$ cat src/rtl/instr_decode_pipe.sv
// instr_decode_pipe: pipelined instruction decoder with a two-entry output skid buffer.
// The combinational decode result is registered into the output stage. If the output
// stage is full and stalled, the result goes into the skid entry instead.
// Optional build macro: DECO_EXT_OPS_EN adds the I-ALU, LUI, AUIPC, JAL and JALR decodes.
// Without that macro, those opcodes are treated as illegal.
module instr_decode_pipe #(
    parameter int XLEN   = 32,
    parameter int REG_AW = 5,
    parameter int CNT_W  = 16
) (
    input  logic              clk,
    input  logic              rst,
    input  logic              in_valid,
    output logic              in_ready,
    input  logic [31:0]       instr,
    output logic              out_valid,
    input  logic              out_ready,
    output logic [REG_AW-1:0] rs1,
    output logic [REG_AW-1:0] rs2,
    output logic [REG_AW-1:0] rd,
    output logic [6:0]        opcode,
    output logic [2:0]        funct3,
    output logic [6:0]        funct7,
    output logic [XLEN-1:0]   imm,
    output logic [2:0]        fmt,
    output logic              rd_we,
    output logic              mem_rd,
    output logic              mem_wr,
    output logic              branch,
    output logic              illegal,
    output logic [CNT_W-1:0]  ill_count
);

    localparam logic [6:0] OP_R      = 7'b0110011;
    localparam logic [6:0] OP_LOAD   = 7'b0000011;
    localparam logic [6:0] OP_STORE  = 7'b0100011;
    localparam logic [6:0] OP_BRANCH = 7'b1100011;
`ifdef DECO_EXT_OPS_EN
    localparam logic [6:0] OP_IALU   = 7'b0010011;
    localparam logic [6:0] OP_LUI    = 7'b0110111;
    localparam logic [6:0] OP_AUIPC  = 7'b0010111;
    localparam logic [6:0] OP_JAL    = 7'b1101111;
    localparam logic [6:0] OP_JALR   = 7'b1100111;
`endif

    localparam logic [2:0] FMT_R    = 3'd0;
    localparam logic [2:0] FMT_I    = 3'd1;
    localparam logic [2:0] FMT_S    = 3'd2;
    localparam logic [2:0] FMT_B    = 3'd3;
`ifdef DECO_EXT_OPS_EN
    localparam logic [2:0] FMT_U    = 3'd4;
    localparam logic [2:0] FMT_J    = 3'd5;
`endif
    localparam logic [2:0] FMT_NONE = 3'd7;

    // One fully decoded instruction, as carried through the output and skid stages.
    typedef struct packed {
        logic [REG_AW-1:0] rs1;
        logic [REG_AW-1:0] rs2;
        logic [REG_AW-1:0] rd;
        logic [6:0]        opcode;
        logic [2:0]        funct3;
        logic [6:0]        funct7;
        logic [XLEN-1:0]   imm;
        logic [2:0]        fmt;
        logic              rd_we;
        logic              mem_rd;
        logic              mem_wr;
        logic              branch;
        logic              illegal;
    } bundle_t;

    typedef enum logic [1:0] {
        EMPTY = 2'd0,
        ONE   = 2'd1,
        TWO   = 2'd2
    } state_t;

    // Widen a 32-bit two's-complement immediate to XLEN bits, replicating the sign.
    function automatic logic [XLEN-1:0] sext32(input logic [31:0] v);
        logic signed [31:0] s;
        s = v;
        return XLEN'(s);
    endfunction

    // Zero-pad a 5-bit register field to the configured index width.
    function automatic logic [REG_AW-1:0] ridx(input logic [4:0] f);
        return REG_AW'(f);
    endfunction

    // Full decode of one word. Fields that the format does not use stay at zero.
    function automatic bundle_t decode(input logic [31:0] w);
        bundle_t b;
        b        = '0;
        b.opcode = w[6:0];
        b.funct3 = w[14:12];
        b.funct7 = w[31:25];
        b.fmt    = FMT_NONE;
        case (w[6:0])
            OP_R: begin
                b.fmt   = FMT_R;
                b.rs1   = ridx(w[19:15]);
                b.rs2   = ridx(w[24:20]);
                b.rd    = ridx(w[11:7]);
                b.rd_we = 1'b1;
            end
            OP_LOAD: begin
                b.fmt    = FMT_I;
                b.rs1    = ridx(w[19:15]);
                b.rd     = ridx(w[11:7]);
                b.rd_we  = 1'b1;
                b.mem_rd = 1'b1;
                b.imm    = sext32({{20{w[31]}}, w[31:20]});
            end
            OP_STORE: begin
                b.fmt    = FMT_S;
                b.rs1    = ridx(w[19:15]);
                b.rs2    = ridx(w[24:20]);
                b.mem_wr = 1'b1;
                b.imm    = sext32({{20{w[31]}}, w[31:25], w[11:7]});
            end
            OP_BRANCH: begin
                b.fmt    = FMT_B;
                b.rs1    = ridx(w[19:15]);
                b.rs2    = ridx(w[24:20]);
                b.branch = 1'b1;
                b.imm    = sext32({{19{w[31]}}, w[31], w[7], w[30:25], w[11:8], 1'b0});
            end
`ifdef DECO_EXT_OPS_EN
            OP_IALU: begin
                b.fmt   = FMT_I;
                b.rs1   = ridx(w[19:15]);
                b.rd    = ridx(w[11:7]);
                b.rd_we = 1'b1;
                b.imm   = sext32({{20{w[31]}}, w[31:20]});
            end
            OP_LUI, OP_AUIPC: begin
                b.fmt   = FMT_U;
                b.rd    = ridx(w[11:7]);
                b.rd_we = 1'b1;
                b.imm   = sext32({w[31:12], 12'b0});
            end
            OP_JAL: begin
                b.fmt    = FMT_J;
                b.rd     = ridx(w[11:7]);
                b.rd_we  = 1'b1;
                b.branch = 1'b1;
                b.imm    = sext32({{11{w[31]}}, w[31], w[19:12], w[20], w[30:21], 1'b0});
            end
            OP_JALR: begin
                b.fmt    = FMT_I;
                b.rs1    = ridx(w[19:15]);
                b.rd     = ridx(w[11:7]);
                b.rd_we  = 1'b1;
                b.branch = 1'b1;
                b.imm    = sext32({{20{w[31]}}, w[31:20]});
            end
`endif
            default: begin
                b.illegal = 1'b1;
            end
        endcase
        return b;
    endfunction

    state_t            state, state_nxt;
    logic              xfer_in, xfer_out;
    logic              load_out, load_skid, load_from_skid;
    bundle_t           dec_p0;
    bundle_t           out_p1;
    bundle_t           skid_p1;
    logic [CNT_W-1:0]  ill_cnt;

    // ---- stage p0: combinational decode of the incoming word ----
    assign dec_p0    = decode(instr);

    assign in_ready  = !rst && (state != TWO);
    assign out_valid = (state != EMPTY);
    assign xfer_in   = in_valid && in_ready;
    assign xfer_out  = out_valid && out_ready;

    // Occupancy state register.
    always_ff @(posedge clk) begin
        if (rst) begin
            state <= EMPTY;
        end else begin
            state <= state_nxt;
        end
    end

    // Next occupancy and stage-load selects, derived from the two handshakes.
    always_comb begin
        state_nxt      = state;
        load_out       = 1'b0;
        load_skid      = 1'b0;
        load_from_skid = 1'b0;
        case (state)
            EMPTY: begin
                if (xfer_in) begin
                    state_nxt = ONE;
                    load_out  = 1'b1;
                end
            end
            ONE: begin
                if (xfer_in && xfer_out) begin
                    load_out  = 1'b1;
                end else if (xfer_in) begin
                    state_nxt = TWO;
                    load_skid = 1'b1;
                end else if (xfer_out) begin
                    state_nxt = EMPTY;
                end
            end
            TWO: begin
                if (xfer_out) begin
                    state_nxt      = ONE;
                    load_from_skid = 1'b1;
                end
            end
            default: begin
                state_nxt = EMPTY;
            end
        endcase
    end

    // ---- stage p1: output register, cleared on reset so outputs show the idle bundle ----
    always_ff @(posedge clk) begin
        if (rst) begin
            out_p1     <= '0;
            out_p1.fmt <= FMT_NONE;
        end else if (load_out) begin
            out_p1     <= dec_p0;
        end else if (load_from_skid) begin
            out_p1     <= skid_p1;
        end
    end

    // ---- stage p1: skid entry, catches one word while the output register is stalled ----
    always_ff @(posedge clk) begin
        if (load_skid) begin
            skid_p1 <= dec_p0;
        end
    end

    // Saturating count of illegal words accepted.
    always_ff @(posedge clk) begin
        if (rst) begin
            ill_cnt <= '0;
        end else if (xfer_in && dec_p0.illegal && (ill_cnt != {CNT_W{1'b1}})) begin
            ill_cnt <= ill_cnt + CNT_W'(1);
        end
    end

    assign rs1       = out_p1.rs1;
    assign rs2       = out_p1.rs2;
    assign rd        = out_p1.rd;
    assign opcode    = out_p1.opcode;
    assign funct3    = out_p1.funct3;
    assign funct7    = out_p1.funct7;
    assign imm       = out_p1.imm;
    assign fmt       = out_p1.fmt;
    assign rd_we     = out_p1.rd_we;
    assign mem_rd    = out_p1.mem_rd;
    assign mem_wr    = out_p1.mem_wr;
    assign branch    = out_p1.branch;
    assign illegal   = out_p1.illegal;
    assign ill_count = ill_cnt;

endmodule

$ cat config.mk
export PLATFORM = sky130hd
export DESIGN_NAME = instr_decode_pipe
export DESIGN_NICKNAME = d
export VERILOG_FILES = /design/src/rtl/instr_decode_pipe.sv
export SDC_FILE = /design/constraint.sdc
export NUM_CORES = 1
export LEC_CHECK = 0
export CORE_MARGIN = 8
export CORE_UTILIZATION = 50
export DETAILED_ROUTE_END_ITERATION = 6
export PLACE_DENSITY = 0.8
export SLEW_MARGIN = 0
export SYNTH_ARGS = -nofsm -noshare
export SYNTH_HDL_FRONTEND = slang
export SYNTH_SLANG_ARGS = --single-unit
$ cat constraint.sdc
create_clock -name clk -period 6.2 [get_ports clk]
set_input_delay 0.62 -clock clk [delete_from_list [all_inputs] [get_ports clk]]
set_output_delay 0.62 -clock clk [all_outputs]
set_load 0.005 [all_outputs]
==> reports/summary.txt, run 1 <==
Post-synth EDFFs -> 52
CP endpoint kind -> flip-flop
RSZ-0062 raised after global routing -> false
Worst slew pin tran -> 1.08 ns
Synth Area in Adders -> 0.238%
Library cells used by synthesis -> 49
Compound-Gate Fraction of Synth Area -> 14.0%
Drt via density -> 5.75
Synth Area per Inst -> 9.94 sq um
Die Ht -> 119 um
# diodes -> 0
CTS Buf Count -> 17
Max-cap violation count -> 0
Sequential cell area -> 2980 sq um
Leakage -> 2.36 nW
Worst-path clk slew -> 0.06 ns
Worst EP required -> 6.56 ns
Largest net degree at the start of global routing -> 87
Synth Area in XOR/XNOR -> 0.333%
CTS tree -> yes
Cts-stage hold buffer count -> 0
Worst Skew -> 0.0104 ns
R2r setup slk -> 3.69 ns
CTS resizes -> 0
Core area -> 10300 sq um
Post-DP HPWL -> 8.87 mm
Largest family of logic cells by synthesized area -> simple AND/OR/NAND/NOR gates
Cell Pwr Density -> 304 nW/um^2
Total wire length -> 14.1 mm
Antenna Nets Post-Route -> 0
Synth Warn # -> 0
Worst min-delay path class -> reg2reg
Post-synthesis cell area -> 5270 sq um
# DRC -> 0
Die ar. -> 14100 sq um
Postcts setup bufs -> 0
Total number of vias -> 4441
Status -> completed
Post-synth ARST share -> 0%
Max Buffers Root-to-Sink -> 2
Arrival @ worst endpoint -> 3.01 ns
Setup_tns -> 0 ns
Cells after Synth -> 530
Initial antenna violation count -> 0
CP Launch Type -> input port
DR iter-0 viols -> 367
Number of global-route vias before repair -> 4392
H-tree depth -> 4
Synth-to-layout area growth -> 34.6%
# IOs -> 126
TritonRoute pass-1 iters -> 6
Die Width -> 119 um
Fin crit period -> 2.64 ns
FMAX -> 378 MHz
Post-synth top flop -> dfxtp_1
R2R cell count -> 5
Initial Util -> 51.3%
GRT Resource Usage Total -> 20.1%
Area of the multi-input gates -> 1980 sq um
Total grt overflow -> 0
Crit Path Max Fanout -> 22
CTS root buffer -> clkbuf_8
Post-synthesis sequential area ratio -> 56.6%
Period Utilization, post-route -> 42.7%
Cell Rows -> 37
CP Class -> in2reg
Clock latency at the later pin of the worst-skew pair -> 0.51 ns
Post-synthesis simple-gate area fraction -> 21.8%
Hold slack -> 0.475 ns
Nets -> 660
Hold Fails Final Rpt -> 0
Max-slew headroom -> 27.8%
Final Max Tran Viols -> 0
Placer Congestion -> 0.760
Fillers -> 783
Worst VDD drop -> 0.000226 V
Crit path to -> ill_count[1]
Global-route wire length before repair -> 23.0 mm
CP Launch Point -> instr[5]
Final setup vio count -> 0
Fraction of layout instances using a drive strength above 1 -> 8.33%
CTS Sinks -> 123
Synth Register Bits -> 123
Reg2reg start -> state[1]
Count of input and output buffers -> 125
Mux share of post-synthesis cell area -> 0.974%
Wire per inst -> 18.2 um
Syn Nets -> 567
FF-to-FF End -> mem_wr
-- synthesized netlist by cell type, drive strengths merged, types with 4 or more instances --
cell type / count / share of area [%]
nor2b: 5 / 0.74
nor3: 6 / 0.76
nor2: 51 / 3.6
buf: 28 / 3.8
clkbuf: 26 / 1.9
nand2: 105 / 7.5
a22oi: 9 / 1.3
dfxtp: 71 / 27
o31ai: 4 / 0.57
or3: 6 / 0.71
a21oi: 28 / 2.7
a311oi: 40 / 6.7
nand3: 15 / 1.4
edfxtp: 52 / 30
mux2i: 4 / 0.76
and4: 5 / 0.83
nand2b: 4 / 0.47
and2: 25 / 3.0
o21ai: 7 / 0.67
inv: 5 / 0.36
-- power by group --
part | switching, mW | internal [mW] | total (mW)
sequential | 0.0175 | 0.871 | 0.889
combinational | 0.0829 | 0.0889 | 0.172
clock | 0.362 | 0.730 | 1.09
total | 0.462 | 1.69 | 2.15
-- sequential cells by signal, indices dropped and copies added, names as in the netlist --
signal     count
skid_p1       52
ill_count     16
imm           13
funct7         7
opcode         7
rd             5
rs1            5
rs2            5
fmt            3
funct3         3
state          2
branch         1
illegal        1
mem_rd         1
mem_wr         1
rd_we          1
-- area by class of cell --
type	count	share of cell area, %
Inverter	5	0.265
Clock inverter	13	3.00
Clock buffer	19	6.39
Sequential cell	123	42.1
Tap cell	136	2.40
Multi-Input combinational cell	348	28.0
Timing Repair Buffer	128	17.9
-- placed cells by master (no fill, tap or decap), types with 3 or more instances in the layout --
master,n
nand2_1,103
clkdlybuf4s50_1,124
o31ai_1,4
nor2b_1,3
nor3_1,4
a21oi_1,28
clkbuf_16,17
mux2i_1,4
a22oi_1,9
inv_1,4
clkinv_4,3
a31oi_1,3
or2_2,3
nand3_1,15
nand4_1,3
clkinvlp_4,3
a311oi_1,40
and2_1,24
nor2_1,51
o21ai_0,5
and4_1,5
edfxtp_1,52
buf_4,3
bufinv_16,5
or4_1,3
or3_1,6
dfxtp_1,71
nand2b_1,4
-- layer usage --
layer	global-route usage, %	share of wire [%]
met4	6.32	1.6
met5	0	0
met2	31.6	48
met1	25.1	42
met3	7.47	8.2
-- cell families (layout without fill, tap and decap cells) --
logic type	after synthesis	count (layout)
and+or+nand+nor	239	239
DFF	123	123
AOI/OAI and AO/OA	101	101
buffers and inverters	59	165
muxes	5	5
xor gates and xnor gates	2	2
adders and majority gates	1	1
-- critical path, cell delays in order --
cell and delay (ns):
clkdlybuf4s50_1 0.81, nand2b_1 0.26, a211oi_4 0.55, inv_2 0.12, o211ai_2 0.33, mux2i_1 0.26
nor2_1 0.05
-- worst min path at each step --
stage                   start   endpoint  slack (ns)  cells after the start
global placement    funct3[0]  funct3[0]        0.45                      2
detailed placement  opcode[6]  opcode[6]        0.45                      2
finish              opcode[6]  opcode[6]        0.48                      2
floorplan              fmt[0]     fmt[0]        0.44                      2
global route        opcode[6]  opcode[6]        0.49                      2
CTS                 opcode[6]  opcode[6]        0.47                      2
-- per-stage QoR --
step | worst slack, ns | area [sq um] | util (%) | cells | total power, mW
2_1_floorplan | 2.50 | 5270 | - | 530 | 0.978
3_3_place_gp | 3.20 | 6420 | 62.5 | 740 | 1.07
3_5_place_dp | 3.07 | 6420 | 62.5 | 740 | 1.08
4_1_cts | 3.58 | 7090 | 69.0 | 772 | 2.16
5_1_grt | 3.36 | 7090 | 69.0 | 772 | 2.22
6_report | 3.56 | 7090 | 69.0 | 772 | 2.15
No activity file was read; power rests on OpenSTA's default activity.
==> run 2: changes to the inputs <==
clock period = 2.5 ns   (was 6.2 ns; I/O delays follow)
==> reports/summary.txt, run 2 (synthesized netlist as in run 1, its figures left out) <==
Worst Hold Launch -> rst
Initial antenna violation count -> 0 (unchanged)
Placer Congestion -> 0.796 (+4.8%)
Initial Util -> 51.3% (unchanged)
# DRC -> 0 (unchanged)
Hold Crit Depth -> 5 (+3)
Met3 Routed Length -> 1.09 mm (-6.4%)
Total number of vias -> 4472 (+0.70%)
CP top delay family -> compound AO/OA/AOI/OAI gates
GRT Resource Usage Total -> 20.8% (+0.70 points)
CTS tree -> yes
DR iter-0 viols -> 429 (+17%)
Die Ht -> 119 um (unchanged)
Fillers -> 766 (-2.2%)
Count of input and output buffers -> 125 (unchanged)
CTS Sinks -> 123 (unchanged)
FF-to-FF End -> ill_count[3]
Cell Pwr Density -> 710 nW/um^2 (+130%)
CTS root buffer -> clkbuf_8
Worst VDD drop -> 0.000413 V (+83%)
Largest net degree at the start of global routing -> 48 (-45%)
Leakage -> 2.41 nW (+2.0%)
Crit-path max cell delay -> 0.65 ns (-0.16 ns)
Core area -> 10300 sq um (unchanged)
Reg2reg start -> ill_count[0]
FMAX -> 445 MHz
Total grt overflow -> 0 (unchanged)
Die Width -> 119 um (unchanged)
Antenna Nets Post-Route -> 0 (unchanged)
Die ar. -> 14100 sq um (unchanged)
Area of the multi-input gates -> 1980 sq um (unchanged)
Total wire length -> 14.6 mm (+3.9%)
CP Class -> reg2reg
Routed length on met2 -> 7.19 mm (+6.2%)
Setup_tns -> 0 ns (unchanged)
# IOs -> 126 (unchanged)
Postcts setup bufs -> 0 (unchanged)
Post-DP HPWL -> 9.54 mm (+7.5%)
End of the worst hold path -> ill_count[15]
H-tree depth -> 4 (unchanged)
Worst-path clk slew -> 0.06 ns (about the same)
Biggest register -> skid_p1
Cts-stage hold buffer count -> 0 (unchanged)
# diodes -> 0 (unchanged)
DP Worst Slack -> 0.201 ns (-2.87 ns)
Final setup vio count -> 0 (unchanged)
Commonest non-fill, non-tap cell in the layout -> clkdlybuf4s50_1
CTS Buf Count -> 17 (unchanged)
Number of global-route vias before repair -> 4550 (+3.6%)
Max-slew headroom -> 46.3% (+18 points)
Final Max Tran Viols -> 0 (unchanged)
R2R cell count -> 6 (+1)
CP Launch Type -> flip-flop
CP Launch Point -> ill_count[0]
Max reg flops -> 52 (unchanged)
Fin crit period -> 2.25 ns
Global-route wire length before repair -> 23.9 mm (+3.8%)
Period Utilization, post-route -> 89.9%
Max Buffers Root-to-Sink -> 2 (unchanged)
Drt via density -> 5.69 (-1.1%)
Hold Fails Final Rpt -> 0 (unchanged)
Fraction of layout instances using a drive strength above 1 -> 9.85% (+1.5 points)
Nets -> 674 (+2.1%)
Clock latency at the later pin of the worst-skew pair -> 0.51 ns (about the same)
Bufs and invs on worst path -> 0 (-2)
CTS resizes -> 0 (unchanged)
TritonRoute pass-1 iters -> 7 (+1)
Arrival @ worst endpoint -> 2.68 ns (-0.33 ns)
Status -> completed
Worst EP required -> 2.93 ns (-3.63 ns)
CP endpoint kind -> flip-flop
R2r setup slk -> 0.25 ns (-3.44 ns)
Worst slew pin tran -> 0.804 ns (-0.279 ns)
Top Metal Used -> met4
Synth-to-layout area growth -> 35.9%
CP cell instances -> ha_1, and4_1, nand2_1, o211ai_2, o21ai_0, a21oi_1
Worst Skew -> 0.00777 ns (-0.00261 ns)
Max-cap violation count -> 0 (unchanged)
Wire per inst -> 18.6 um (+2.0%)
Cell Rows -> 37 (unchanged)
Critical path's slowest cell -> o211ai_2
Post-Route M1 WL -> 6.20 mm (+4.8%)
Worst min-delay path class -> in2reg
Sequential cell area -> 2980 sq um (unchanged)
RSZ-0062 raised after global routing -> false
Most frequent cells in the layout -> clkdlybuf4s50_1, nand2_1, dfxtp_1, edfxtp_1, nor2_1
Worst Slack Setup Final -> 0.252 ns (-3.30 ns)
Crit Path Max Fanout -> 22 (unchanged)
## run 2: metal layers
| metal | vias up | global-route usage, % |
|---|---|---|
| met1 | 2164 | 25.5 |
| li1 | 2097 | - |
| met4 | 0 | 6.56 |
| met3 | 16 | 6.62 |
| met5 | - | 0 |
| met2 | 195 | 34.1 |
## run 2: worst max path at each step
stage	end	cells past startpoint
6_report	ill_count[3]	6
5_1_grt	ill_count[3]	6
3_3_place_gp	imm[10]	7
3_5_place_dp	ill_count[11]	7
4_1_cts	ill_count[3]	6
2_1_floorplan	skid_p1[10]	2
## run 2: layout make-up
| cell class | instances | area share [%] |
|---|---|---|
| Clock inverter | 11 | 2.01 |
| Clock buffer | 21 | 6.28 |
| Multi-Input combinational cell | 348 | 27.7 |
| Tap cell | 136 | 2.38 |
| Inverter | 5 | 0.262 |
| Timing Repair Buffer | 142 | 19.7 |
| Sequential cell | 123 | 41.7 |
## run 2: tightest hold or removal path, stage by stage
cell and delay, ns:
buf_2 0.14, or3b_1 0.13, nor4_1 0.06, nand2_1 0.06, a211oi_1 0.06
## run 2: metrics by stage
step                hold WS [ns]  power [mW]  cell area (sq um)  utilization, %  instances
floorplan                  0.327        2.43               5270               -        530
finish                     0.248        5.08               7160            69.6        786
CTS                        0.222        5.11               7160            69.6        786
global route               0.256        5.26               7160            69.6        786
detailed placement         0.445        2.68               6570            63.9        754
global placement           0.437        2.67               6570            63.9        754
## run 2: power breakdown
| part | switching (mW) | internal [mW] |
|---|---|---|
| registers | 0.0458 | 2.16 |
| logic | 0.209 | 0.232 |
| clock network | 0.866 | 1.57 |
| total | 1.12 | 3.96 |
